File: config.mk
export PLATFORM = sky130hd
export DESIGN_NAME = uart_tx_param_flat
export DESIGN_NICKNAME = d
export VERILOG_FILES = /design/src/rtl/uart_tx_param_if.sv /design/src/rtl/uart_tx_param.sv /design/src/flat_wrapper.sv
export SDC_FILE = /design/constraint.sdc
export NUM_CORES = 1
export LEC_CHECK = 0
export BUFFER_PORTS_ARGS = -buffer_cell sky130_fd_sc_hd__buf_2
export CAP_MARGIN = 20
export CORE_MARGIN = 2
export CORE_UTILIZATION = 51
export CTS_CLUSTER_DIAMETER = 200
export DETAILED_ROUTE_END_ITERATION = 6
export PLACE_DENSITY = 0.73
export REMOVE_ABC_BUFFERS = 1
export SYNTH_ARGS = -nofsm -noshare
export SYNTH_HDL_FRONTEND = slang
export SYNTH_SLANG_ARGS = --single-unit
File: constraint.sdc
create_clock -name clk -period 2.7 [get_ports clk]
set_clock_uncertainty 0.2 [all_clocks]
set_input_delay 0.405 -clock clk [delete_from_list [all_inputs] [get_ports clk]]
set_output_delay 0.405 -clock clk [all_outputs]
set_load 0.01 [all_outputs]
File: src/rtl/uart_tx_param_if.sv
// FIFO read-port bundle between uart_tx_param and a read-latency-1 FIFO.
//
// Handshake: the transmitter (master) raises readEn for exactly one clk, and
// only when empty was 0 at that edge. The FIFO (slave) presents the word on
// dout during the following cycle. empty is level-sensitive and may change at
// any time; the transmitter looks at it only when it is ready for a new word.
// state mirrors the transmitter FSM encoding so checkers can observe it.
interface uart_tx_param_if #(
   parameter int DATA_BITS = 8
);
   logic                 readEn;
   logic [DATA_BITS-1:0] dout;
   logic                 empty;
   logic [2:0]           state;

   modport master (output readEn, output state, input dout, input empty);
   modport slave  (input readEn, input state, output dout, output empty);
endinterface

File: src/rtl/uart_tx_param.sv
// Parametrised UART transmitter draining a read-latency-1 FIFO.
// Bit timing uses a clock-enable baud counter on clk (no derived clocks).
// Optional parity: define UART_TX_PARITY_EN to build the PARITY state and
// accumulator; PARITY_ODD selects odd (1) or even (0) sense.
module uart_tx_param #(
   parameter int CLK_FREQ   = 50_000_000,
   parameter int BAUD_RATE  = 9600,
   parameter int DATA_BITS  = 8,
   parameter int STOP_BITS  = 1,
   parameter int PARITY_ODD = 0
) (
   input  logic            clk,
   input  logic            rst,
   uart_tx_param_if.master fifo,
   output logic            txData,
   output logic            busy
);

   localparam int CLKS_PER_BIT = CLK_FREQ / BAUD_RATE;
   localparam int CNT_W        = (CLKS_PER_BIT > 1) ? $clog2(CLKS_PER_BIT) : 1;
   localparam int BIT_W        = 4;

   localparam logic [CNT_W-1:0] CNT_MAX   = CNT_W'(CLKS_PER_BIT - 1);
   localparam logic [BIT_W-1:0] LAST_DATA = BIT_W'(DATA_BITS - 1);
   localparam logic [BIT_W-1:0] LAST_STOP = BIT_W'(STOP_BITS - 1);

   if (DATA_BITS < 5 || DATA_BITS > 9) begin : g_bad_data_bits
      $error("uart_tx_param: DATA_BITS must be 5..9");
   end
   if (STOP_BITS != 1 && STOP_BITS != 2) begin : g_bad_stop_bits
      $error("uart_tx_param: STOP_BITS must be 1 or 2");
   end
   if (CLKS_PER_BIT < 4) begin : g_bad_clks_per_bit
      $error("uart_tx_param: CLKS_PER_BIT must be >= 4");
   end

   typedef enum logic [2:0] {
      IDLE   = 3'd0,
      FETCH  = 3'd1,
      LOAD   = 3'd2,
      START  = 3'd3,
      DATA   = 3'd4,
      PARITY = 3'd5,
      STOP   = 3'd6
   } state_t;

   state_t               state_q, state_d;
   logic [CNT_W-1:0]     baud_q, baud_d;
   logic [BIT_W-1:0]     bit_q, bit_d;
   logic [DATA_BITS-1:0] shift_q, shift_d;
   logic                 tx_q, tx_d;
   logic                 rd_q, rd_d;
   logic                 busy_q, busy_d;
   logic                 bit_done;

`ifdef UART_TX_PARITY_EN
   logic                 par_q, par_d;
`else
   // Parity sense is meaningless without the parity stage.
   logic                 unused_parity_odd;
   assign unused_parity_odd = (PARITY_ODD != 0);
`endif

   // One serial bit lasts CLKS_PER_BIT clks; bit_done marks its last clk.
   assign bit_done = (baud_q == CNT_MAX);

   assign txData      = tx_q;
   assign busy        = busy_q;
   assign fifo.readEn = rd_q;
   assign fifo.state  = state_q;

   // State and datapath registers; reset forces the line idle and drops any fetched word.
   always_ff @(posedge clk or negedge rst) begin
      if (!rst) begin
         state_q <= IDLE;
         baud_q  <= '0;
         bit_q   <= '0;
         shift_q <= '0;
         tx_q    <= 1'b1;
         rd_q    <= 1'b0;
         busy_q  <= 1'b0;
`ifdef UART_TX_PARITY_EN
         par_q   <= 1'b0;
`endif
      end else begin
         state_q <= state_d;
         baud_q  <= baud_d;
         bit_q   <= bit_d;
         shift_q <= shift_d;
         tx_q    <= tx_d;
         rd_q    <= rd_d;
         busy_q  <= busy_d;
`ifdef UART_TX_PARITY_EN
         par_q   <= par_d;
`endif
      end
   end

   // Next-state and registered-output logic. Every state change happens either
   // on bit_done (counter wraps to 0) or from a state that holds the counter at
   // 0, so the baud counter always starts from 0 on state entry.
   always_comb begin
      state_d = state_q;
      baud_d  = bit_done ? '0 : baud_q + 1'b1;
      bit_d   = bit_q;
      shift_d = shift_q;
      tx_d    = tx_q;
      rd_d    = 1'b0;
      busy_d  = busy_q;
`ifdef UART_TX_PARITY_EN
      par_d   = par_q;
`endif
      case (state_q)
         IDLE: begin
            baud_d = '0;
            tx_d   = 1'b1;
            if (!fifo.empty) begin
               rd_d    = 1'b1;
               busy_d  = 1'b1;
               state_d = FETCH;
            end
         end
         FETCH: begin
            baud_d  = '0;
            state_d = LOAD;
         end
         LOAD: begin
            baud_d  = '0;
            bit_d   = '0;
            shift_d = fifo.dout;
`ifdef UART_TX_PARITY_EN
            par_d   = (PARITY_ODD != 0);
`endif
            tx_d    = 1'b0;
            state_d = START;
         end
         START: begin
            if (bit_done) begin
               tx_d    = shift_q[0];
               bit_d   = '0;
               state_d = DATA;
            end
         end
         DATA: begin
            if (bit_done) begin
               shift_d = shift_q >> 1;
`ifdef UART_TX_PARITY_EN
               par_d   = par_q ^ shift_q[0];
`endif
               if (bit_q == LAST_DATA) begin
                  bit_d   = '0;
`ifdef UART_TX_PARITY_EN
                  tx_d    = par_q ^ shift_q[0];
                  state_d = PARITY;
`else
                  tx_d    = 1'b1;
                  state_d = STOP;
`endif
               end else begin
                  bit_d = bit_q + 1'b1;
                  tx_d  = shift_q[1];
               end
            end
         end
         PARITY: begin
            if (bit_done) begin
               tx_d    = 1'b1;
               state_d = STOP;
            end
         end
         STOP: begin
            tx_d = 1'b1;
            if (bit_done) begin
               if (bit_q == LAST_STOP) begin
                  bit_d = '0;
                  if (!fifo.empty) begin
                     // Back-to-back: FETCH and LOAD stretch the stop period by 2 clks.
                     rd_d    = 1'b1;
                     state_d = FETCH;
                  end else begin
                     busy_d  = 1'b0;
                     state_d = IDLE;
                  end
               end else begin
                  bit_d = bit_q + 1'b1;
               end
            end
         end
         default: begin
            baud_d  = '0;
            tx_d    = 1'b1;
            busy_d  = 1'b0;
            state_d = IDLE;
         end
      endcase
   end

endmodule
File: src/flat_wrapper.sv
// flat-port wrapper written by rule: the top's interface ports become plain ports
module uart_tx_param_flat 
#(
   parameter int CLK_FREQ   = 50_000_000,
   parameter int BAUD_RATE  = 9600,
   parameter int DATA_BITS  = 8,
   parameter int STOP_BITS  = 1,
   parameter int PARITY_ODD = 0
)
  (clk, rst, txData, busy, fifo_readEn, fifo_state, fifo_dout, fifo_empty);
  uart_tx_param_if #(.DATA_BITS(DATA_BITS)) fifo_i ();
  input  logic clk;
  input  logic rst;
  output logic txData;
  output logic busy;
  output wire logic [$bits(fifo_i.readEn)-1:0] fifo_readEn;
  output wire logic [$bits(fifo_i.state)-1:0] fifo_state;
  input wire logic [$bits(fifo_i.dout)-1:0] fifo_dout;
  input wire logic [$bits(fifo_i.empty)-1:0] fifo_empty;
  assign fifo_readEn = fifo_i.readEn;
  assign fifo_state = fifo_i.state;
  assign fifo_i.dout = fifo_dout;
  assign fifo_i.empty = fifo_empty;
  uart_tx_param #(.CLK_FREQ(CLK_FREQ), .BAUD_RATE(BAUD_RATE), .DATA_BITS(DATA_BITS), .STOP_BITS(STOP_BITS), .PARITY_ODD(PARITY_ODD)) u_core (.clk(clk), .rst(rst), .fifo(fifo_i), .txData(txData), .busy(busy));
endmodule
==> results of run 1 <==
final cells by class:
| class | count | area share, % |
|---|---|---|
| clock buffer | 8 | 3.45 |
| inverter | 5 | 0.942 |
| multi-input combinational | 125 | 47.0 |
| sequential | 31 | 39.0 |
| tap | 46 | 2.89 |
| timing repair buffer | 23 | 6.78 |
Yosys cell counts (3+ instances only):
cell type / number / share of area [%]
mux2_4: 6 / 5.1
ha_1: 3 / 2.1
a31oi_1: 5 / 1.8
nand2_1: 12 / 2.5
o22a_1: 3 / 1.5
inv_1: 5 / 1.1
a21o_1: 3 / 1.3
nand3_1: 7 / 2.0
mux2i_1: 5 / 2.8
mux2_2: 7 / 4.4
clkbuf_1: 7 / 1.5
xor2_1: 3 / 1.5
xnor2_1: 8 / 3.9
and3_1: 3 / 1.1
a21oi_1: 6 / 1.7
nand4_1: 3 / 1.1
dfrtp_1: 30 / 42
nand3b_1: 3 / 1.3
nor3_1: 4 / 1.1
nor2_1: 15 / 3.2
state kept, by name, indices dropped and copies added (netlist names):
register,cells
u_core.baud_q,13
u_core.shift_q,8
u_core.bit_q,4
u_core.fifo.state,3
u_core.busy,1
u_core.fifo.readEn,1
u_core.txData,1
metrics by stage:
stage,std cells,hold slack (ns)
floorplan,161,-0.0906
global placement,229,0.267
detailed placement,229,0.284
CTS,238,0.0621
global route,238,0.0785
finish,238,0.0760
logic make-up after synthesis:
kind of cell / after synthesis
compound gates: 31
xor+xnor: 11
fa+ha+maj: 3
buf+inv: 15
flops: 31
mux: 18
simple gates: 62
worst min path at each step:
stage / startpoint / endpoint / slack, ns / depth (start not counted)
after CTS: fifo_empty / u_core.fifo.readEn / 0.06 / 2
final: fifo_empty / u_core.fifo.readEn / 0.08 / 2
after global routing: fifo_empty / u_core.fifo.readEn / 0.08 / 2
after global placement: u_core.baud_q[0] / u_core.baud_q[0] / 0.27 / 1
after detailed placement: u_core.baud_q[0] / u_core.baud_q[0] / 0.28 / 1
after floorplan: rst / u_core.baud_q[0] / -0.09 / 0
critical path, stage by stage (launching register included):
cell and delay [ns]:
dfrtp_1 0.40, ha_1 0.22, nor4b_4 0.38, nand3_1 0.17
o32a_1 0.53, mux2_4 0.36
power groups by stage:
| stage | Clock, mW | Combinational (mW) | Sequential, mW |
|---|---|---|---|
| 2_1_floorplan | 0 | 0.607 | 0.764 |
| 3_3_place_gp | 0 | 0.912 | 0.710 |
| 3_5_place_dp | 0 | 0.946 | 0.717 |
| 4_1_cts | 0.323 | 0.948 | 0.711 |
| 5_1_grt | 0.338 | 1.04 | 0.729 |
| 6_report | 0.313 | 0.948 | 0.713 |
timing repair:
action	in CTS	in global routing
buffers inserted	0	0
setup endpoints to repair	0	0
endpoints found under the hold margin	30	0
hold buffers	1	0
metal layers:
layer / GRT usage (%) / share of wire (%) / vias to the layer above
li1: - / - / 659
met1: 25.9 / 45 / 660
met2: 30.6 / 50 / 28
met3: 4.29 / 3.4 / 7
met4: 10.8 / 2.2 / 0
met5: 0 / 0 / -
==> impl.org, run 1 <==
** Global routing
- The number of global-route vias before repair is ~1300.
- Global routing used 19.8% of the available tracks.
- The first global-routing pass estimated ~6.0 mm of wire.
- The initial antenna violation count came to 0.
- Largest net degree at the start of global routing :: 32
- Sum of overflow across all layers after global routing :: 0

** Place
- Post-DP HPWL :: approximately 2.5 mm
- Buffers placed on the I/O ports in this run total 16.
- The congestion estimate from routability-driven global placement came to around 0.77.
- Prior to clock tree synthesis, the placed netlist has a worst setup slack of between 0.3 and 0.4 ns.
- Cell area after placement :: 1910 µm²

** Status
- The flow ran to the end, and the final reports show no timing, DRC or antenna violations.

** Yosys
- The Yosys step of the flow raised 0 warnings.
- Number of distinct library cell variants in the gate-level netlist after synthesis :: 45
- The portion of synthesized area spent on multiplexers is approximately 12%.
- Post-synthesis cell area :: between 1500 and 2000 µm²
- By area, the combinational part of the netlist is dominated by simple AND/OR/NAND/NOR gates.
- Commonest register cell after synthesis :: dfrtp_1
- Area share of and/or/nand/nor cells after synthesis :: between 20% and 30%
- Post-synthesis cell count :: 171
- The share of the Yosys chip area taken by registers is 43.7%.
- In the synthesized netlist the async set-or-reset flop fraction comes to 100%.
- The synthesized design contains 0 enable-type register cells.
- In this run, synthesis produced a sequential element count of 31.
- A synthesized cell averages ~10 µm².
- Area fraction in compound gates after synthesis :: 12.7%
- After Yosys synthesis, full adders, half adders and majority gates account for under 10% of the synthesized area.
- Summing the areas of all xor and xnor instances in the mapped netlist gives 5.41% of the synthesized area.

** Critical path
- Start-to-end type of the worst setup path :: reg2reg
- Start point of the critical path :: u_core.baud_q[0]
- Origin of the critical flop-to-flop path :: u_core.baud_q[0]
- Data on the critical path is required at its endpoint by around 2.7 ns.
- Data arrives at the worst endpoint at approximately 2.4 ns.
- In this run the worst path has a maximum fanout of 7.
- Following the worst setup path forward leads to its endpoint at u_core.shift_q[0].
- The endpoint identified for the worst register-to-register timing path is u_core.shift_q[0].
- Slack of the worst reg-to-reg path :: between 0.3 and 0.4 ns
- The number of cells on the worst reg-to-reg path is 5.
- Kind of launch point of the worst setup path :: flip-flop
- Element type at the critical path end :: flip-flop

** Floorplanning
- The floorplan step defined a die boundary enclosing 3980 µm².
- Boundary pin count :: 17
- Initial cell density of the core :: between 50 and 60%
- Core Footprint :: ~3300 µm²
- From bottom edge to top edge, the die measures between 60 and 70 µm.
- Measured along the x axis, the die boundary spans 63.1 µm.
- Number of core rows :: 21

** Drt
- Average wire per cell in the routed design :: 15.2 µm
- Routed via count :: roughly 1400
- Antenna Nets Post-Route :: 0
- The first routing iteration left 47 violations.
- Routed wire length :: ~3.6 mm
- Number of optimization iterations in the first detailed-route pass :: 5
- Number of remaining DRC errors :: 0
- In the routed layout, each cell is associated on average with a via count of around 5.7.

** Final layout
- Finished Core Util :: around three fifths
- 0 antenna diodes ended up in the layout.
- Leaving out fill and tap cells, the most frequent cell in the layout is dfrtp_1.
- In the layout the commonest cells are 30 x dfrtp_1, 16 x buf_2, 15 x nor2_1.
- Synthesis-to-layout area growth :: 12.0%
- After filler insertion, the fill cell instance count of the layout stands at between 300 and 400.
- Layout Cell Area excl Fill :: around 2000 µm²
- Summing all multi-input logic gate instances after layout gives between 900 and 1000 µm².
- Fraction of layout instances using a drive strength above 1 :: 24.5%
- In the final design database the tool counted around 200 nets.
- The sequential cells in the finished layout cover a total of 777 µm².

** STA
- Counting I/O delays and the setup requirement, the final critical path takes about 2.4 ns.
- Setup slack on the critical path of the routed design comes to approximately 0.34 ns.
- The number of pins with negative max-slew slack in the final report is 0.
- The final-report hold violation count came to 0.
- Setup TNS :: 0 ns
- Number of endpoints failing setup at the final stage :: 0
- Headroom to the max-slew limit came out at roughly 54%.
- Worst-Margin Slew :: 0.692 ns
- In the finished design, the share of the clock period the worst path needs comes to about 88%.
- Highest Clock Rate :: approximately 0.42 GHz
- RSZ-0062 raised after global routing :: no

** Power
- Peak ir drop on the vdd network :: roughly 500 µV
- In this run the static leakage power is between 0.8 and 0.9 nW.
- Design internal power :: 1.21 mW
- Share of power burned in the clock network :: 15.8%
- Sequential fraction of design power :: a little over a third
- Sw Share :: about two fifths
- Combinational cell fraction of total power :: 48.0%
- Overall power consumption after layout is estimated at between 1.5 and 2 mW.
- Power Density :: between 900 and 1000 nW/µm²
- In this run the power spent charging and discharging nets is ~0.76 mW.

** Flow run
- Across the run, the number of max-cap violations was 0.

** Clocking
- Source-to-sink clock delay at the later pin of the worst-skew pair :: 0.34 ns
- In this run, post-CTS repair resized a total of 0 instances.
- CTS tree :: yes
- Clk pin slew, worst setup/hold paths :: 0.10 ns
- The longest clock path from root to sink contains 2 buffers.
- In this run the number of H-tree levels came out at 2.
- Clock buffer count from CTS :: 5
- Cell at the root of the clock tree :: clkbuf_4
- Number of sinks handled by clock tree synthesis :: 31

** Min path
- The min-delay analysis places its worst path in the category in2reg.
(Power assumes the default switching activity.)
==> run 2: changes to the inputs <==
--- a/config.mk
+++ b/config.mk
@@ -8,10 +8,10 @@
 export BUFFER_PORTS_ARGS = -buffer_cell sky130_fd_sc_hd__buf_2
 export CAP_MARGIN = 20
 export CORE_MARGIN = 2
-export CORE_UTILIZATION = 51
+export CORE_UTILIZATION = 55
 export CTS_CLUSTER_DIAMETER = 200
 export DETAILED_ROUTE_END_ITERATION = 6
-export PLACE_DENSITY = 0.73
+export PLACE_DENSITY = 0.78
 export REMOVE_ABC_BUFFERS = 1
 export SYNTH_ARGS = -nofsm -noshare
 export SYNTH_HDL_FRONTEND = slang
==> run 2 against run 1 <==
Against the previous run: die area fell by 6.8%; maximum frequency rose by 2.4%; worst setup slack improved by 0.055 ns; cell area fell by 0.50%; global-route usage rose by 3.8 points; combinational power fell by 3.9%; first-iteration DRC count rose by 34%; hold slack improved by 0.0018 ns; sequential cell count did not move; non-clock buffer count fell by 1; register-to-register slack improved by 0.06 ns; total power fell by 0.19%; critical endpoint unchanged; largest cell class unchanged.
==> impl.org, run 2 (same netlist as run 1, synthesis figures left out) <==
** Min path
- The tightest min-delay check is of the in2reg type.

** Floorplanning
- The die covers ~3700 µm².
- Measured along the y axis, the die boundary spans a little over 60 µm.
- Initial cell density of the core :: around three fifths
- The initialized floorplan defines 20 standard-cell rows.
- Core Footprint :: 3050 µm²
- 17 I/O pins were placed.
- Horiz. Die Dim :: 60.9 µm

** Critical path
- The worst register-to-register path begins at u_core.baud_q[0].
- In this run the worst setup path begins at u_core.baud_q[0].
- CP max FO :: 7
- Data required time at the worst endpoint :: 2.73 ns
- Arrival time at the worst endpoint :: about 2.3 ns
- Slack of the worst reg-to-reg path :: between 0.3 and 0.4 ns
- The most critical setup path has its endpoint at u_core.shift_q[0].
- The critical path in this run is classified as reg2reg.
- Element type at the critical path end :: flip-flop
- Critical register-to-register path endpoint :: u_core.shift_q[0]
- The number of cells on the worst reg-to-reg path is 5.
- Kind of launch point of the worst setup path :: flip-flop

** Place
- Routability-driven placement finished with a final weighted congestion of around 0.76.
- Input and output buffers added on the ports amount to 16.
- The HPWL after detailed placement is between 2 and 3 mm.

** Clocking
- For this design, the sink count on the clock tree is 31.
- Clk pin slew, worst setup/hold paths :: ~0.10 ns
- Counting the buffers created by CTS gives 5.
- In this run, post-CTS repair resized a total of 0 instances.
- TritonCTS built the clock tree.
- Source-to-sink clock delay at the later pin of the worst-skew pair :: between 0.3 and 0.4 ns
- The H-tree generated during clock tree synthesis spans 2 levels.
- In this run the deepest clock path goes through 2 buffers.
- Number of post-CTS setup repair buffers :: 0
- Cell at the root of the clock tree :: clkbuf_4

** Drt
- After detailed routing, the average wire length per cell comes to ~16 µm.
- Number of optimization iterations in the first detailed-route pass :: 4
- After the first detailed-routing iteration, the DRC count stood at 63.
- Routed via count :: ~1400
- For this run, design rule violations remaining after detail routing come to 0.
- Routed wire length :: between 3 and 4 mm
- Antenna Nets Post-Route :: 0
- Via-to-Cell Ratio :: a little under 6

** STA
- Highest Clock Rate :: ~0.43 GHz
- The final critical path takes up 85.5% of the cycle.
- Hold Fails Final Rpt :: 0
- Total count of max-transition violations in the final report :: 0
- Number of endpoints failing setup at the final stage :: 0
- Slew Limit Headroom :: 53.9%
- RSZ-0062 raised after global routing :: no
- Worst-Margin Slew :: roughly 0.69 ns
- Min cycle time layout :: between 2 and 2.5 ns
- Setup TNS :: 0 ns

** Global routing
- Largest net degree at the start of global routing :: 32
- Wire length of the first global-routing pass :: about 6.3 mm
- Vias in the first global route :: between 1000 and 1500
- The initial antenna violation count came to 0.
- Sum of overflow across all layers after global routing :: 0
- Total Routing Usage GR :: a little under a quarter

** Power
- Leakage power :: between 0.8 and 0.9 nW
- Dividing total power by cell area gives a power density of approximately 990 nW/µm².
- Across the VDD grid, the largest voltage drop is ~590 µV.

** Final layout
- Flip-flop count of the largest register after layout :: 13
- Most common cell after layout, fill and taps aside :: dfrtp_1
- Finished Core Util :: around 65%
- After the last flow step, the layout net total stands at about 200.
- More flip-flops sit in one register than any other, and that register is u_core.baud_q.
- Top library cells by usage in the layout, fill and taps aside :: 30 x dfrtp_1, 16 x buf_2, 15 x nor2_1
- Fraction of layout instances using a drive strength above 1 :: around a quarter
- Antenna diode count :: 0
- The largest registers in the layout are u_core.baud_q x13, u_core.shift_q x8, u_core.bit_q x4.
- Compared with the post-synthesis result, the final layout area differs by 11.5%.
- After filler insertion, the fill cell instance count of the layout stands at around 270.

** Status
- Result of the run :: completed

** Flow run
- The tool flagged a number of max-cap violations equal to 0.
[run 2: cell count changes in the layout (fill, tap and decap cells not counted)]
cell / change
buf_4: -1
[run 2: stage by stage]
stage / std cells / worst slack, ns / instance area (µm²) / hold WS [ns] / power (mW)
floorplan: 161 / 0.371 / 1730 / -0.0906 / 1.37
global placement: 226 / 0.481 / 1900 / 0.266 / 1.61
detailed placement: 226 / 0.409 / 1900 / 0.287 / 1.66
CTS: 235 / 0.395 / 1980 / 0.0614 / 1.98
global route: 235 / 0.247 / 1980 / 0.0750 / 2.12
finish: 235 / 0.391 / 1980 / 0.0778 / 1.97
[run 2: metal layers]
| metal | vias to the layer above | GRT usage (%) | wire, µm |
|---|---|---|---|
| met5 | - | 0 | 0 |
| met3 | 6 | 6.61 | 159 |
| met1 | 665 | 30.0 | 1560 |
| met2 | 25 | 38.2 | 1930 |
| li1 | 662 | - | - |
| met4 | 0 | 9.01 | 51 |
[run 2: final cells by class]
cell class              count  area [µm²]  area share, %
well taps                  44        55.1           2.78
repair buffers             22         128           6.44
multi-input cells         125         936           47.2
flip-flops and latches     31         777           39.2
clock buffers               8        68.8           3.47
inverters                   5        18.8          0.946
[run 2: worst max-delay path, stage by stage, from the launching register on]
cell,delay (ns)
dfrtp_1,0.40
ha_1,0.22
nor4b_4,0.34
nand3_1,0.14
o32a_1,0.52
mux2_4,0.36
[run 2: what timing repair did]
| action | 4_1_cts | 5_1_grt |
|---|---|---|
| endpoints found under the setup margin | 0 | 0 |
| hold buffers | 1 | 0 |
| hold endpoints to repair | 30 | 0 |
[run 2: power by group]
| part | total [mW] | switching, mW | internal [mW] |
|---|---|---|---|
| clock network | 0.308 | 0.155 | 0.153 |
| logic | 0.911 | 0.462 | 0.449 |
| registers | 0.752 | 0.152 | 0.600 |
[run 2: worst min path at each step]
stage	startpoint	end	slack, ns	cells past startpoint
4_1_cts	fifo_empty	u_core.fifo.readEn	0.06	2
3_5_place_dp	rst	u_core.baud_q[10]	0.29	1
5_1_grt	fifo_empty	u_core.fifo.readEn	0.07	2
2_1_floorplan	rst	u_core.baud_q[0]	-0.09	0
3_3_place_gp	rst	u_core.baud_q[10]	0.27	1
6_report	fifo_empty	u_core.fifo.readEn	0.08	2
